### src/rtl/fir_tap_buffer_if.sv
// Sample-in / tap-out bundle of the multi-channel FIR delay line.
// dout_mirror exists only when FIR_TAP_BUFFER_SYM_EN is defined.
interface fir_tap_buffer_if #(
    parameter int unsigned WIN      = 16,
    parameter int unsigned NUM_COEF = 17,
    parameter int unsigned NUM_CH   = 2
);
    localparam int unsigned CW = (NUM_CH > 1) ? $clog2(NUM_CH) : 1;
    localparam int unsigned TW = $clog2(NUM_COEF);

    logic signed [WIN-1:0] din;
    logic [CW-1:0]         din_ch;
    logic                  din_valid;
    logic                  din_ready;
    logic signed [WIN-1:0] dout;
    logic [TW-1:0]         dout_tap;
    logic [CW-1:0]         dout_ch;
    logic                  dout_valid;
    logic                  dout_last;
`ifdef FIR_TAP_BUFFER_SYM_EN
    logic signed [WIN-1:0] dout_mirror;

    modport master (
        output din, din_ch, din_valid,
        input  din_ready, dout, dout_tap, dout_ch, dout_valid, dout_last, dout_mirror
    );
    modport slave (
        input  din, din_ch, din_valid,
        output din_ready, dout, dout_tap, dout_ch, dout_valid, dout_last, dout_mirror
    );
`else
    modport master (
        output din, din_ch, din_valid,
        input  din_ready, dout, dout_tap, dout_ch, dout_valid, dout_last
    );
    modport slave (
        input  din, din_ch, din_valid,
        output din_ready, dout, dout_tap, dout_ch, dout_valid, dout_last
    );
`endif
endinterface

### src/rtl/fir_tap_buffer.sv
// Multi-channel circular-buffer delay line streaming x[n]..x[n-NUM_COEF+1] per accepted sample.
// FIR_TAP_BUFFER_SYM_EN: half-length scans with a mirrored tap output for symmetric FIRs.
module fir_tap_buffer #(
    parameter int unsigned WIN      = 16,
    parameter int unsigned NUM_COEF = 17,
    parameter int unsigned NUM_CH   = 2
) (
    input logic             clk,
    input logic             rst_n,
    fir_tap_buffer_if.slave tap_if
);
    localparam int unsigned CW = (NUM_CH > 1) ? $clog2(NUM_CH) : 1;
    localparam int unsigned TW = $clog2(NUM_COEF);
`ifdef FIR_TAP_BUFFER_SYM_EN
    localparam int unsigned SCAN_LEN = (NUM_COEF + 1) / 2;
`else
    localparam int unsigned SCAN_LEN = NUM_COEF;
`endif

    typedef enum logic [0:0] {StIdle, StScan} state_e;

    state_e         state_q;
    logic [WIN-1:0] mem_q [NUM_CH][NUM_COEF];
    logic [TW-1:0]  wp_q  [NUM_CH];
    logic [TW-1:0]  base_q;
    logic [TW-1:0]  cnt_q;
    logic [CW-1:0]  ch_q;
    logic [WIN-1:0] dout_q;
    logic [TW-1:0]  dout_tap_q;
    logic [CW-1:0]  dout_ch_q;
    logic           dout_valid_q;
    logic           dout_last_q;

    logic           ch_ok;
    logic [TW:0]    rd_sum;
    logic [TW-1:0]  rd_idx;

    // Out-of-range channels are consumed but never touch storage.
    assign ch_ok = 32'(tap_if.din_ch) < NUM_CH;

    // (base - cnt) mod NUM_COEF without power-of-2 masking.
    always_comb begin
        rd_sum = '0;
        if (base_q >= cnt_q) begin
            rd_sum = {1'b0, base_q} - {1'b0, cnt_q};
        end else begin
            rd_sum = {1'b0, base_q} + (TW+1)'(NUM_COEF) - {1'b0, cnt_q};
        end
        rd_idx = rd_sum[TW-1:0];
    end

`ifdef FIR_TAP_BUFFER_SYM_EN
    logic [WIN-1:0] dout_mirror_q;
    logic [TW:0]    mr_sum;
    logic [TW-1:0]  mr_idx;
    logic           is_mid;

    // Tap NUM_COEF-1-k sits at (base + 1 + k) mod NUM_COEF.
    always_comb begin
        mr_sum = {1'b0, base_q} + (TW+1)'(1) + {1'b0, cnt_q};
        if (mr_sum >= (TW+1)'(NUM_COEF)) begin
            mr_sum = mr_sum - (TW+1)'(NUM_COEF);
        end
        mr_idx = mr_sum[TW-1:0];
        is_mid = ((NUM_COEF % 2) == 1) && (cnt_q == TW'(NUM_COEF / 2));
    end

    assign tap_if.dout_mirror = dout_mirror_q;
`endif

    always_ff @(posedge clk or negedge rst_n) begin
        if (!rst_n) begin
            state_q      <= StIdle;
            base_q       <= '0;
            cnt_q        <= '0;
            ch_q         <= '0;
            dout_q       <= '0;
            dout_tap_q   <= '0;
            dout_ch_q    <= '0;
            dout_valid_q <= 1'b0;
            dout_last_q  <= 1'b0;
`ifdef FIR_TAP_BUFFER_SYM_EN
            dout_mirror_q <= '0;
`endif
            for (int c = 0; c < int'(NUM_CH); c++) begin
                wp_q[c] <= '0;
                for (int t = 0; t < int'(NUM_COEF); t++) begin
                    mem_q[c][t] <= '0;
                end
            end
        end else begin
            unique case (state_q)
                StIdle: begin
                    dout_valid_q <= 1'b0;
                    dout_last_q  <= 1'b0;
                    if (tap_if.din_valid && ch_ok) begin
                        mem_q[tap_if.din_ch][wp_q[tap_if.din_ch]] <= tap_if.din;
                        base_q <= wp_q[tap_if.din_ch];
                        ch_q   <= tap_if.din_ch;
                        wp_q[tap_if.din_ch] <= (wp_q[tap_if.din_ch] == TW'(NUM_COEF - 1)) ?
                                               '0 : wp_q[tap_if.din_ch] + TW'(1);
                        cnt_q   <= '0;
                        state_q <= StScan;
                    end
                end
                StScan: begin
                    dout_q       <= mem_q[ch_q][rd_idx];
                    dout_tap_q   <= cnt_q;
                    dout_ch_q    <= ch_q;
                    dout_valid_q <= 1'b1;
                    dout_last_q  <= (cnt_q == TW'(SCAN_LEN - 1));
`ifdef FIR_TAP_BUFFER_SYM_EN
                    dout_mirror_q <= is_mid ? '0 : mem_q[ch_q][mr_idx];
`endif
                    cnt_q <= cnt_q + TW'(1);
                    if (cnt_q == TW'(SCAN_LEN - 1)) begin
                        state_q <= StIdle;
                    end
                end
                default: state_q <= StIdle;
            endcase
        end
    end

    assign tap_if.din_ready  = (state_q == StIdle);
    assign tap_if.dout       = dout_q;
    assign tap_if.dout_tap   = dout_tap_q;
    assign tap_if.dout_ch    = dout_ch_q;
    assign tap_if.dout_valid = dout_valid_q;
    assign tap_if.dout_last  = dout_last_q;

endmodule

### src/flat_wrapper.sv
// flat-port wrapper written by rule: the top's interface ports become plain ports
module fir_tap_buffer_flat 
#(
    parameter int unsigned WIN      = 16,
    parameter int unsigned NUM_COEF = 17,
    parameter int unsigned NUM_CH   = 2
)
  (clk, rst_n, tap_if_din, tap_if_din_ch, tap_if_din_valid, tap_if_din_ready, tap_if_dout, tap_if_dout_tap, tap_if_dout_ch, tap_if_dout_valid, tap_if_dout_last);
  fir_tap_buffer_if #(.WIN(WIN), .NUM_COEF(NUM_COEF), .NUM_CH(NUM_CH)) tap_if_i ();
  input logic clk;
  input logic rst_n;
  input wire logic [$bits(tap_if_i.din)-1:0] tap_if_din;
  input wire logic [$bits(tap_if_i.din_ch)-1:0] tap_if_din_ch;
  input wire logic [$bits(tap_if_i.din_valid)-1:0] tap_if_din_valid;
  output wire logic [$bits(tap_if_i.din_ready)-1:0] tap_if_din_ready;
  output wire logic [$bits(tap_if_i.dout)-1:0] tap_if_dout;
  output wire logic [$bits(tap_if_i.dout_tap)-1:0] tap_if_dout_tap;
  output wire logic [$bits(tap_if_i.dout_ch)-1:0] tap_if_dout_ch;
  output wire logic [$bits(tap_if_i.dout_valid)-1:0] tap_if_dout_valid;
  output wire logic [$bits(tap_if_i.dout_last)-1:0] tap_if_dout_last;
  assign tap_if_i.din = tap_if_din;
  assign tap_if_i.din_ch = tap_if_din_ch;
  assign tap_if_i.din_valid = tap_if_din_valid;
  assign tap_if_din_ready = tap_if_i.din_ready;
  assign tap_if_dout = tap_if_i.dout;
  assign tap_if_dout_tap = tap_if_i.dout_tap;
  assign tap_if_dout_ch = tap_if_i.dout_ch;
  assign tap_if_dout_valid = tap_if_i.dout_valid;
  assign tap_if_dout_last = tap_if_i.dout_last;
  fir_tap_buffer #(.WIN(WIN), .NUM_COEF(NUM_COEF), .NUM_CH(NUM_CH)) u_core (.clk(clk), .rst_n(rst_n), .tap_if(tap_if_i));
endmodule
### config.mk
export PLATFORM = sky130hd
export DESIGN_NAME = fir_tap_buffer_flat
export DESIGN_NICKNAME = d
export VERILOG_FILES = /design/src/rtl/fir_tap_buffer_if.sv /design/src/rtl/fir_tap_buffer.sv /design/src/flat_wrapper.sv
export SDC_FILE = /design/constraint.sdc
export NUM_CORES = 1
export LEC_CHECK = 0
export CORE_MARGIN = 5
export CORE_UTILIZATION = 45
export DETAILED_ROUTE_END_ITERATION = 8
export SYNTH_ARGS = -nofsm -noshare
export SYNTH_HDL_FRONTEND = slang
export SYNTH_SLANG_ARGS = --single-unit
### constraint.sdc
create_clock -name clk -period 4.3 [get_ports clk]
set_input_delay 0.43 -clock clk [delete_from_list [all_inputs] [get_ports clk]]
set_output_delay 0.43 -clock clk [all_outputs]
set_load 0.05 [all_outputs]
==> results.yml <==
route:
  drt-wirelength-per-cell_um: 25.16
  avgViaCountPerCell: 5.898
  wl_um: 74170
  vias: 17390
  first_pass_iters: 5
  final_antenna_net_count: 0
  drcViolationCount: 0
  drt-initial-drc-count: 1478
synth:
  synth_edf_count: 0
  ys.flop_type: "dfrtp_1"
  synth_fp_nets: 2111
  ys_seq_elements: 590
  syn_avg_cell_area_um2: 13.31
  syn_inst: 2072
  ys_warn_count: 0
  synth_commonest_cells: "590 x dfrtp_1, 554 x mux2_2, 220 x nand2_1"
  synth.area.top_cells: "dfrtp_1 54%, mux2_2 23%, mux4_2 6.1%"
  synth.largest_area_cell: "dfrtp_1"
  synthArstFlopShare_pct: 100.0
  yosysMostFrequentCell: "dfrtp_1"
  synth_area_um2: 27580
  synth_cell_types: 58
  ys_seq_area_share_pct: 53.53
  synth_top_area_share_pct: 53.53
sta:
  rsz0062_at_grt: "no"
  final_hold_viol_count: 0
  fin_ws_ps: 242.0
  slew_viol_final: 0
  fin_crit_sh_pct: 94.37
  finalCriticalPeriod_ps: 4058
  slew-limit-headroom_pct: 13.51
  skew_ps: 17.28
  tns_ps: 0
  timing_worst_slew_pin_value_ps: 1293
  setup_viol_count_final: 0
  fmax_mhz: 246.4
cts:
  cts_inserted_buffers: 66
  cts-root-buf: "clkbuf_16"
  htree_levels: 3
  clk_pin_slew_ps: 60
  post_cts_buffers: 0
  clk_path_buf_depth: 3
  cts.sink_count: 590
  cts_tree: "yes"
  clk_latency_ps: 610
setup_path:
  cp_data_required_time_ps: 4810
  endpoint_kind: "flop"
  path_class: "flop to flop"
  cp_slowest_cell: "fa_1"
  worst_setup_path_start_kind: "flop"
  cp.arrival_ps: 4570
  crit_start: "u_core.cnt_q[3]$_DFFE_PN0P_"
  path_cells: "inv_1 > ha_1 > inv_1 > fa_1 > and3b_1 > a221oi_1 > nand2b_4 > buf_12 > buf_4 > mux2i_1 > mux4_2 > o22ai_1 > nor2_1 > a31oi_1"
  r2r_start: "u_core.cnt_q[3]$_DFFE_PN0P_"
  slowest_delay_ps: 550
  crit_top_cell: "inv_1"
  critPathMaxFanout: 80
global_route:
  overflow: 0
  grt_pass1_wl_um: 114700
  grt_use_total_pct: 22.33
  grt_max_degree: 108
  antenna_found_initial: 0
  grt_pass1_vias: 17980
layout:
  area_growth_pct: 13.31
  fillers: 5122
  fin_nets: 2159
  drive_above_1_share_pct: 39.10
  antenna_cells: 0
  post-route-cell-area_um2: 31250
  multiInputGateArea_um2: 12050
  fin_util_pct: 51.58
  seq_area_um2: 14770
worst_hold_path:
  hp-class: "input port to asynchronous set/reset pin"
power_and_ir_drop:
  p_per_area_nw_per_um2: 702.3
  leakage_nw: 15.00
  ir_drop_mv: 0.6770
flow_run:
  maxCapViolCount: 0
floorplan:
  row_count: 90
  die_y_um: 257.6
  start_util_pct: 45.53
  coreArea_um2: 60580
  dieArea_um2: 66340
  num_io_pins: 45
  fp.dieW_um: 257.6
place:
  dp_hpwl_um: 46970
  placed_area_um2: 29100
  dp_slack_ps: 376.0
  portBuffers: 44
  place.gp.congestion: 0.8622
run_status:
  status: "finished, final reports clean"
[cells by family after synthesis]
family,share of synthesized area (%)
and+or+nand+nor,6.469
buffers and inverters,2.953
muxes,32.59
adders and majority gates,0.9436
xor gates and xnor gates,0.1588
AOI/OAI and AO/OA,3.357
DFF,53.53
[where the power goes]
group | internal [mW] | switching [mW]
combinational | 3.46 | 6.53
clock | 3.32 | 2.30
sequential | 5.99 | 0.350
total | 12.8 | 9.18
[sequential cells by signal, indices dropped and copies added (netlist names), 5 cells and up]
signal,count
u_core.base_q,5
u_core.cnt_q,5
u_core.mem_q,544
u_core.tap_if.dout,16
u_core.tap_if.dout_tap,5
u_core.wp_q,10
[worst max-delay path: cells and delay by family (launching register included)]
kind,cells,cell delay [ps]
adders and majority gates,2,730
and+or+nand+nor,3,430
AOI/OAI and AO/OA,3,890
muxes,2,630
buffers and inverters,4,780
DFF,1,380
[per-layer routing]
metal	up-vias	GRT usage, %	routed length (µm)
met5	-	0	0
met4	0	5.963	1575
met3	95	3.898	4201
met2	466	35.54	35180
met1	9254	32.08	33210
li1	7571	-	-
[stage by stage]
step	std cells	hold slack [ps]	total power, mW
CTS	2948	488.0	22.07
finish	2948	475.3	21.95
global placement	2833	462.1	16.32
floorplan	2072	134.4	12.96
global route	2948	508.8	22.94
detailed placement	2833	474.1	16.37
[placed cells by master (no fill, tap or decap), drive strengths merged, types with 3 or more instances in the layout]
| cell | instances |
|---|---|
| a221oi | 6 |
| a32oi | 14 |
| fa | 3 |
| clkinv | 13 |
| inv | 24 |
| a31o | 3 |
| ha | 16 |
| nand2b | 6 |
| mux2 | 554 |
| bufinv | 4 |
| o31a | 4 |
| o21ai | 23 |
| xnor2 | 4 |
| dfrtp | 590 |
| nor2b | 4 |
| a21oi | 25 |
| nor3 | 5 |
| clkdlybuf4s50 | 43 |
| mux4 | 75 |
| nand2 | 222 |
| clkbuf | 90 |
| and3 | 6 |
| mux2i | 106 |
| nand3 | 85 |
| nand4 | 12 |
| a31oi | 14 |
| nor2 | 66 |
| o22ai | 20 |
| o31ai | 3 |
| buf | 95 |
[worst paths after layout]
| check | cells past startpoint | slack [ps] | end |
|---|---|---|---|
| max | 14 | 240 | u_core.tap_if.dout[0]$_DFFE_PN0P_ |
| min | 2 | 480 | u_core.mem_q[182]$_DFFE_PN0P_ |
| max reg2reg | 14 | 240 | u_core.tap_if.dout[0]$_DFFE_PN0P_ |
| min reg2reg | 2 | 490 | u_core.wp_q[6]$_DFFE_PN0P_ |
| max in group asynchronous | 3 | 2650 | u_core.tap_if.dout[12]$_DFFE_PN0P_ |
| min in group clk | 2 | 490 | u_core.wp_q[6]$_DFFE_PN0P_ |
[cell type report]
cell class	instances	area share, %
clock inverters	24	0.8208
repair buffers	139	3.996
multi-input cells	1305	38.56
flip-flops and latches	590	47.26
clock buffers	90	6.026
inverters	18	0.2162
well taps	782	3.131
[what timing repair did]
item / 4_1_cts / 5_1_grt
hold buffers: 1 / 0
setup endpoints to repair: 0 / 0
resized for setup: 0 / 0
endpoints found under the hold margin: 94 / 0
Power figures use the tool's default switching activity.
